`src/rtl/puf_pkg.sv`:
```
// Shared definitions for the ring-oscillator PUF readout: FSM states,
// settle length and default parameter values.
package puf_pkg;

    typedef enum logic [2:0] {
        IDLE,
        SETTLE,
        COUNT,
        COMPARE,
        DONE
    } puf_state_t;

    localparam int SETTLE_LEN = 4;

    localparam int DEF_NUM_RO     = 16;
    localparam int DEF_RESP_BITS  = 8;
    localparam int DEF_WIN_CYCLES = 256;
    localparam int DEF_CNT_W      = 12;
    localparam int DEF_VOTES      = 3;

endpackage

```
`src/rtl/puf_edge_counter.sv`:
```
// Counts rising edges of one asynchronous oscillator after a 2-flop
// synchronizer; saturates instead of wrapping.
module puf_edge_counter
    import puf_pkg::*;
#(
    parameter int CNT_W = DEF_CNT_W
) (
    input  logic             clk,
    input  logic             reset,
    input  logic             clear,
    input  logic             enable,
    input  logic             ro,
    output logic [CNT_W-1:0] count
);

    // sync[1:0] form the synchronizer, sync[2] holds the previous synced value
    logic [2:0] sync;
    logic       rise;

    assign rise = sync[1] & ~sync[2];

    always_ff @(posedge clk) begin
        if (reset) begin
            sync  <= '0;
            count <= '0;
        end else begin
            sync <= {sync[1:0], ro};
            if (clear) begin
                count <= '0;
            end else if (enable && rise && (count != '1)) begin
                count <= count + 1'b1;
            end
        end
    end

endmodule

```
`src/rtl/puf_ro_readout.sv`:
```
// Ring-oscillator PUF readout: compares edge counts of oscillator pairs over
// a fixed window, majority-votes each response bit and flags unstable bits.
module puf_ro_readout
    import puf_pkg::*;
#(
    parameter int NUM_RO     = DEF_NUM_RO,
    parameter int RESP_BITS  = DEF_RESP_BITS,
    parameter int WIN_CYCLES = DEF_WIN_CYCLES,
    parameter int CNT_W      = DEF_CNT_W,
    parameter int VOTES      = DEF_VOTES
) (
    input  logic                      clk,
    input  logic                      reset,
    input  logic                      start,
    input  logic [$clog2(NUM_RO)-1:0] addr,
    input  logic [NUM_RO-1:0]         ro_in,
    output logic [NUM_RO-1:0]         ro_en,
    output logic                      busy,
    output logic                      done,
    output logic [RESP_BITS-1:0]      resp,
    output logic [RESP_BITS-1:0]      unstable
);

    localparam int AW = $clog2(NUM_RO);
    localparam int BW = (RESP_BITS > 1) ? $clog2(RESP_BITS) : 1;
    localparam int VW = $clog2(VOTES + 1);
    localparam int WW = $clog2(WIN_CYCLES + 1);
    localparam int SW = $clog2(SETTLE_LEN);

    puf_state_t           state;
    logic [AW-1:0]        addr_q;
    logic [BW-1:0]        bit_idx;
    logic [VW-1:0]        vote_idx;
    logic [VW-1:0]        ones;
    logic                 tie_seen;
    logic [SW-1:0]        phase;
    logic [WW-1:0]        win_cnt;
    logic [RESP_BITS-1:0] resp_work;
    logic [RESP_BITS-1:0] unst_work;

    logic [AW-1:0]        idx_a;
    logic [AW-1:0]        idx_b;
    logic [CNT_W-1:0]     cnt_a;
    logic [CNT_W-1:0]     cnt_b;
    logic                 cnt_clear;
    logic                 cnt_enable;

    logic                 vote;
    logic                 tie;
    logic [VW-1:0]        ones_nxt;
    logic                 tie_nxt;
    logic                 bit_val;
    logic                 bit_unst;
    logic [RESP_BITS-1:0] bit_mask;
    logic [RESP_BITS-1:0] resp_nxt;
    logic [RESP_BITS-1:0] unst_nxt;
    logic                 last_vote;
    logic                 last_bit;

    function automatic logic [NUM_RO-1:0] pair_mask(input int base_addr, input int bit_no);
        int            base;
        logic [AW-1:0] ia;
        logic [AW-1:0] ib;
        base      = base_addr + 2 * bit_no;
        ia        = AW'(base % NUM_RO);
        ib        = AW'((base + 1) % NUM_RO);
        pair_mask = '0;
        pair_mask[ia] = 1'b1;
        pair_mask[ib] = 1'b1;
    endfunction

    // Oscillator pair selection wraps modulo NUM_RO
    always_comb begin
        int sum_a;
        sum_a = int'(addr_q) + 2 * int'(bit_idx);
        idx_a = AW'(sum_a % NUM_RO);
        idx_b = AW'((sum_a + 1) % NUM_RO);
    end

    assign cnt_clear  = (state == SETTLE);
    assign cnt_enable = (state == COUNT);

    puf_edge_counter #(.CNT_W(CNT_W)) u_cnt_a (
        .clk    (clk),
        .reset  (reset),
        .clear  (cnt_clear),
        .enable (cnt_enable),
        .ro     (ro_in[idx_a]),
        .count  (cnt_a)
    );

    puf_edge_counter #(.CNT_W(CNT_W)) u_cnt_b (
        .clk    (clk),
        .reset  (reset),
        .clear  (cnt_clear),
        .enable (cnt_enable),
        .ro     (ro_in[idx_b]),
        .count  (cnt_b)
    );

    // Vote for the current measurement folded into the running bit tally
    always_comb begin
        vote      = (cnt_a > cnt_b);
        tie       = (cnt_a == cnt_b);
        ones_nxt  = ones + VW'(vote);
        tie_nxt   = tie_seen | tie;
        bit_val   = (ones_nxt > VW'(VOTES / 2));
        bit_unst  = tie_nxt | ((ones_nxt != '0) && (ones_nxt != VW'(VOTES)));
        bit_mask  = RESP_BITS'(1) << bit_idx;
        resp_nxt  = (resp_work & ~bit_mask) | (bit_val  ? bit_mask : '0);
        unst_nxt  = (unst_work & ~bit_mask) | (bit_unst ? bit_mask : '0);
        last_vote = (vote_idx == VW'(VOTES - 1));
        last_bit  = (bit_idx == BW'(RESP_BITS - 1));
    end

    always_ff @(posedge clk) begin
        if (reset) begin
            state     <= IDLE;
            addr_q    <= '0;
            bit_idx   <= '0;
            vote_idx  <= '0;
            ones      <= '0;
            tie_seen  <= 1'b0;
            phase     <= '0;
            win_cnt   <= '0;
            resp_work <= '0;
            unst_work <= '0;
            resp      <= '0;
            unstable  <= '0;
            ro_en     <= '0;
            busy      <= 1'b0;
            done      <= 1'b0;
        end else begin
            done <= 1'b0;
            case (state)
                IDLE: begin
                    if (start) begin
                        addr_q    <= addr;
                        bit_idx   <= '0;
                        vote_idx  <= '0;
                        ones      <= '0;
                        tie_seen  <= 1'b0;
                        phase     <= '0;
                        resp_work <= '0;
                        unst_work <= '0;
                        ro_en     <= pair_mask(int'(addr), 0);
                        busy      <= 1'b1;
                        state     <= SETTLE;
                    end
                end
                SETTLE: begin
                    if (phase == SW'(SETTLE_LEN - 1)) begin
                        phase   <= '0;
                        win_cnt <= '0;
                        state   <= COUNT;
                    end else begin
                        phase <= phase + 1'b1;
                    end
                end
                COUNT: begin
                    if (win_cnt == WW'(WIN_CYCLES - 1)) begin
                        ro_en <= '0;
                        state <= COMPARE;
                    end else begin
                        win_cnt <= win_cnt + 1'b1;
                    end
                end
                COMPARE: begin
                    state <= SETTLE;
                    if (!last_vote) begin
                        vote_idx <= vote_idx + 1'b1;
                        ones     <= ones_nxt;
                        tie_seen <= tie_nxt;
                        ro_en    <= pair_mask(int'(addr_q), int'(bit_idx));
                    end else begin
                        resp_work <= resp_nxt;
                        unst_work <= unst_nxt;
                        vote_idx  <= '0;
                        ones      <= '0;
                        tie_seen  <= 1'b0;
                        if (!last_bit) begin
                            bit_idx <= bit_idx + 1'b1;
                            ro_en   <= pair_mask(int'(addr_q), int'(bit_idx) + 1);
                        end else begin
                            resp     <= resp_nxt;
                            unstable <= unst_nxt;
                            done     <= 1'b1;
                            state    <= DONE;
                        end
                    end
                end
                DONE: begin
                    busy  <= 1'b0;
                    state <= IDLE;
                end
                default: begin
                    state <= IDLE;
                end
            endcase
        end
    end

endmodule

```
`config.mk`:
```
export PLATFORM = sky130hd
export DESIGN_NAME = puf_ro_readout
export DESIGN_NICKNAME = d
export VERILOG_FILES = /design/src/rtl/puf_pkg.sv /design/src/rtl/puf_edge_counter.sv /design/src/rtl/puf_ro_readout.sv
export SDC_FILE = /design/constraint.sdc
export NUM_CORES = 1
export LEC_CHECK = 0
export ABC_AREA = 1
export CAP_MARGIN = 30
export CORE_AREA = 4 4 124 126
export DETAILED_ROUTE_END_ITERATION = 12
export DIE_AREA = 0 0 128 130
export DONT_BUFFER_PORTS = 1
export PLACE_DENSITY_LB_ADDON = 0.25
export SLEW_MARGIN = 15
export SYNTH_ARGS = -nofsm -noshare
export SYNTH_HDL_FRONTEND = slang
export SYNTH_SLANG_ARGS = --single-unit
```
`constraint.sdc`:
```
create_clock -name clk -period 3.4 [get_ports clk]
set_clock_uncertainty 0.2 [all_clocks]
set_input_delay 1.02 -clock clk [delete_from_list [all_inputs] [get_ports clk]]
set_output_delay 1.02 -clock clk [all_outputs]
set_load 0.01 [all_outputs]
```
[Word-level counts from Yosys, hierarchy flattened]
Index checks and enable logic that the tools add are counted.
Storage, ports and cells
  flip-flop bits (word level): 106
  logic and storage cells: 166
  output and inout port bits: 34
  input bits: 23
Cells by class
  muxes and demuxes: 54
  order comparisons: 14
  reduce and logical (&&, ||, !) cells: 30
  shifts and indexed selects: 1
  bitwise gates (word level): 16
  eq/ne operators: 19
  add/subtract/negate cells: 13
Operators with widths (number)
  $mux 16: 4
  $or 16x16->16: 3
  $pmux 16 s3: 1
  $mux 8: 5
  $pmux 8 s2: 2
  $lt 4x5->1 const B: 6
  $add 12x1->12 const B: 2
  $demux 1 s4: 6
  $ge 4x1->1 const B: 6
  $mux 3: 8
  $ne 12x12->1 const B: 2
  $mux 9: 2
  $pmux 9 s2: 1
  $and 8x8->8: 2
  $or 8x8->8: 2
  $add 4x1->4 const B: 3
  $eq 12x12->1: 1
  $gt 12x12->1: 1
  $mux 1: 12
  $ne 2x2->1 const B: 6
  $pmux 2 s2: 3
  $pmux 3 s4: 1
  $reduce_and 3->1: 4
  $logic_and 1x1->1: 11
  29 further kinds: 53

[Logic depth before layout (Yosys ltp)]
  word-level depth: 11
  depth in mapped cells: 17

[By module]
From an unflattened synthesis, not the netlist that was laid out.
Second synthesis, totals
  cells, all modules: 958
  area, all modules: 6478.7 um2
By module, submodules not included
  puf_ro_readout: times used 1, area an instance 4827.1 um2, cells each 724
  puf_edge_counter: times used 2, area an instance 825.8 um2, cells each 117

[Worst setup path after synthesis]
No wires, ideal clock.
  path kind: register -> register
  start: reg u_cnt_b.count[5]
  end: reg unst_work[5]
  setup slack: 0.466 ns
  required time: 3.129 ns
  path buffers: 0
  cell stages (with the launch flop): 17
  arrival time: 2.663 ns
  library setup time: 0.071 ns
  cells stage by stage: dfxtp_1 inv_1 ha_1 a21oi_1 o21ai_0 and2_1 o31a_1 ha_1 or2_2 nand2_1 ha_1 inv_1 nor2_1 nand2_1 o21ai_0 or2_2 a21oi_1
Between the ends
  word-level cells in the longest chain between the ends: 9
  elaborated cells between the ends (all ways): 12
  classes of those cells: 1 x add/sub; 1 x order compare; 2 x eq/ne; 3 x mux; 3 x bitwise; 2 x reduce/logical
RTL lines
  from (decl): line puf_edge_counter.sv:13  | output logic [CNT_W-1:0] count
  from (signal assigned): line puf_edge_counter.sv:31  | count <= count + 1'b1;
  $gt 12x12->1: line puf_ro_readout.sv:103  | vote = (cnt_a > cnt_b);
  $add 2x1->2: line puf_ro_readout.sv:105  | ones_nxt = ones + VW'(vote);
  $ne 2x2->1 or $reduce_bool 2->1 (tied branches): line puf_ro_readout.sv:108  | bit_unst = tie_nxt | ((ones_nxt != '0) && (ones_nxt != VW'(VOTES)));
  $logic_and 1x1->1: line puf_ro_readout.sv:108
  $or 1x1->1 *: line puf_ro_readout.sv:108
  $mux 8 *: line puf_ro_readout.sv:111  | unst_nxt = (unst_work & ~bit_mask) | (bit_unst ? bit_mask : '0);
  $or 8x8->8 *: line puf_ro_readout.sv:111
  $mux 8 *: line puf_ro_readout.sv:170  | if (!last_vote) begin
  $pmux 8 s2 *: line puf_ro_readout.sv:135  | case (state)
  to (signal assigned): line puf_ro_readout.sv:177  | unst_work <= unst_nxt;
  to (decl): line puf_ro_readout.sv:39  | logic [RESP_BITS-1:0] unst_work;
Mark *: on every way between the ends. The rest lies on a longest branch, timed or not. The select of a mux whose other input is x is not followed.
A chain may end at the register's enable or synchronous reset.

[Worst setup path after layout]
  start: reg u_cnt_b.count[5]
  end: reg unst_work[2]
Same word-level chain as after synthesis.

==> impl_metrics.json <==
{
  "status": "finished clean",
  "p_sw_frac": 0.397,
  "boundaryPins": 57,
  "gp_congestion": 0.900,
  "cts_buffers": 9,
  "critPathMaxFanout": 8,
  "gr-usage-all-layers": 0.196,
  "ys_types": 43,
  "yosys-top-cells-count": "nand2_1, dfxtp_1, inv_1",
  "grt_max_degree": 57,
  "num-nets-final": 1002,
  "dr.pass1.iters": 5,
  "ff_latch_area_sq_um": 2120,
  "synth_top_area_frac": 0.337,
  "die_h_um": 130,
  "drtIter0Drc": 419,
  "power.internal_mw": 2.29,
  "dieWidth_um": 128,
  "finalNonFillerCells": 1131,
  "tritoncts": "built",
  "fill_cells": 1530,
  "route.detailed.drc": 0,
  "start_util": 0.440,
  "cp.arrival_ps": 3240,
  "synth_edf_count": 0,
  "grt_pass1_wl_mm": 26.3,
  "worst-slew-pin-transition_ps": 617,
  "clk_latency_ps": 360,
  "drv_cap": 0,
  "hp-class": "flop to flop",
  "rsz0062_at_grt": "false",
  "cp.required_ps": 3490,
  "clk_path_buf_depth": 2,
  "yosys-top-cells-area": "dfxtp_1, nand2_1, a21oi_1",
  "synth_top_area_cell": "dfxtp_1",
  "coreArea_sq_um": 14300,
  "ys.flop_type": "dfxtp_1",
  "synth.ff_latch_count": 106,
  "multi_input_area_sq_um": 3630,
  "vias": 5832,
  "drv_slew": 0,
  "wl_mm": 15.7,
  "synthMostInstantiatedCell": "nand2_1",
  "setup_viol": 0,
  "tns_ps": 0,
  "hold_buffers": 0,
  "seqPwrFrac": 0.389,
  "grt_pass1_vias": 5366,
  "powerDensity_nw_per_um2": 562,
  "power_frac_comb": 0.348,
  "antenna_found_initial": 0,
  "yosys_warnings": 0,
  "worst_ir_drop_vdd_uv": 379,
  "clock-sinks": 106,
  "path_clk_slew_ps": 70,
  "start_kind": "flop",
  "clock_power_share": 0.263,
  "gr-total-overflow": 0,
  "core.rowCount": 44,
  "dieArea_sq_um": 16600,
  "diodes": 0,
  "drtAntennaViolNets": 0,
  "seq_area_frac_synth": 0.337,
  "netlist_instances": 947,
  "endpoint_kind": "flop",
  "worstSetupPathType": "flop to flop",
  "synth.cell_area_sq_um": 6300,
  "fin_crit_sh": 0.928,
  "cts_htree_levels": 3,
  "fmax_ghz": 0.317,
  "cts_resized": 0,
  "io_buffers": 0,
  "min_period_ps": 3150,
  "synth_nets": 1006,
  "p_leak_nw": 2.82,
  "root_buffer": "clkbuf_16",
  "drive_above_1_share": 0.0813,
  "wl_per_cell_um": 13.9,
  "slew_headroom": 0.584,
  "placedCellCount": 1116,
  "finalHoldViolCount": 0,
  "syn_area_per_cell_sq_um": 6.66,
  "via_per_inst": 5.16,
  "switchingPower_mw": 1.51,
  "post-dp-hpwl_mm": 11.7,
  "synthArstFlopShare": 0,
  "cts_setup_buffers": 0,
  "area_growth_pct": 7.34
}
[through the flow]
step                      total power [mW]  area (sq um)  utilization  worst slack (ps)  hold WS (ps)
after global placement                2.82          6480        0.453               152           192
after CTS                             3.85          6760        0.472              67.3           215
after detailed placement              2.83          6480        0.453              92.9           204
final                                 3.80          6770        0.473               246           216
after floorplan                       2.55          6300            -               466           188
after global routing                  4.08          6770        0.473              14.6           244
[cells by family (layout without fill, tap and decap cells)]
logic type	count (synthesis)	count (layout)	synth area share
AOI/OAI and AO/OA	193	193	0.164
and+or+nand+nor	460	460	0.318
buffers and inverters	139	139	0.0895
DFF	106	106	0.337
adders and majority gates	36	36	0.0738
xor gates and xnor gates	13	13	0.0181
[final timing paths]
path	from	endpoint	slack [ps]	cells past startpoint
max	u_cnt_b.count[5]	unst_work[2]	250	16
min	u_cnt_b.sync[0]	u_cnt_b.sync[1]	220	2
min reg2reg	u_cnt_b.sync[0]	u_cnt_b.sync[1]	220	2
max reg2reg	u_cnt_b.count[5]	unst_work[2]	250	16
[state kept, by name (all words and copies together), names as in the netlist, 4 cells and up]
name	cells
ro_en	16
u_cnt_a.count	12
u_cnt_b.count	12
win_cnt	9
resp	8
resp_work	8
unst_work	8
unstable	8
addr_q	4
[routing by layer]
| layer | vias up | global-route usage | part of all wire |
|---|---|---|---|
| met5 | - | 0 | 0 |
| met4 | 0 | 0.0549 | 0.012 |
| met3 | 14 | 0.0463 | 0.053 |
| met2 | 119 | 0.324 | 0.47 |
| met1 | 2630 | 0.256 | 0.47 |
| li1 | 3069 | - | - |
[power by group through the flow]
| stage | registers, mW | logic, mW | clock network, mW |
|---|---|---|---|
| floorplan | 1.48 | 1.07 | 0 |
| global placement | 1.51 | 1.31 | 0 |
| detailed placement | 1.51 | 1.32 | 0 |
| CTS | 1.48 | 1.32 | 1.04 |
| global route | 1.50 | 1.50 | 1.09 |
| finish | 1.48 | 1.32 | 1.00 |
[cell type report]
type / count / share of cell area
Clock buffer: 10 / 0.0353
Clock inverter: 5 / 0.00573
Inverter: 112 / 0.0621
Multi-Input combinational cell: 702 / 0.536
Sequential cell: 106 / 0.314
Tap cell: 184 / 0.0340
Timing Repair Buffer: 12 / 0.0133
[cells in the final DEF (no fill, tap or decap), types with 8 or more instances in the layout]
master,n
nand2_1,250
dfxtp_1,105
inv_1,102
a21oi_1,91
nor2_1,91
o21ai_0,75
nand3_1,49
ha_1,34
nor3_1,16
xor2_1,12
buf_4,12
nor2_2,11
or2_2,9
clkbuf_16,9
inv_2,8
nand4_1,8
a31oi_1,8
[critical path, stage by stage, from the launching register on]
cell     delay (ps)
dfxtp_2         360
inv_2            60
ha_1            290
a21oi_1         160
o21ai_0          90
and2_1          140
o31a_1          250
ha_1            200
or2_2           280
nand2_1         100
ha_1            230
inv_1            70
nor2_2           90
nand2_1          70
o21ai_0          90
or2_2           280
a21oi_1         130
(Power assumes the default switching activity.)
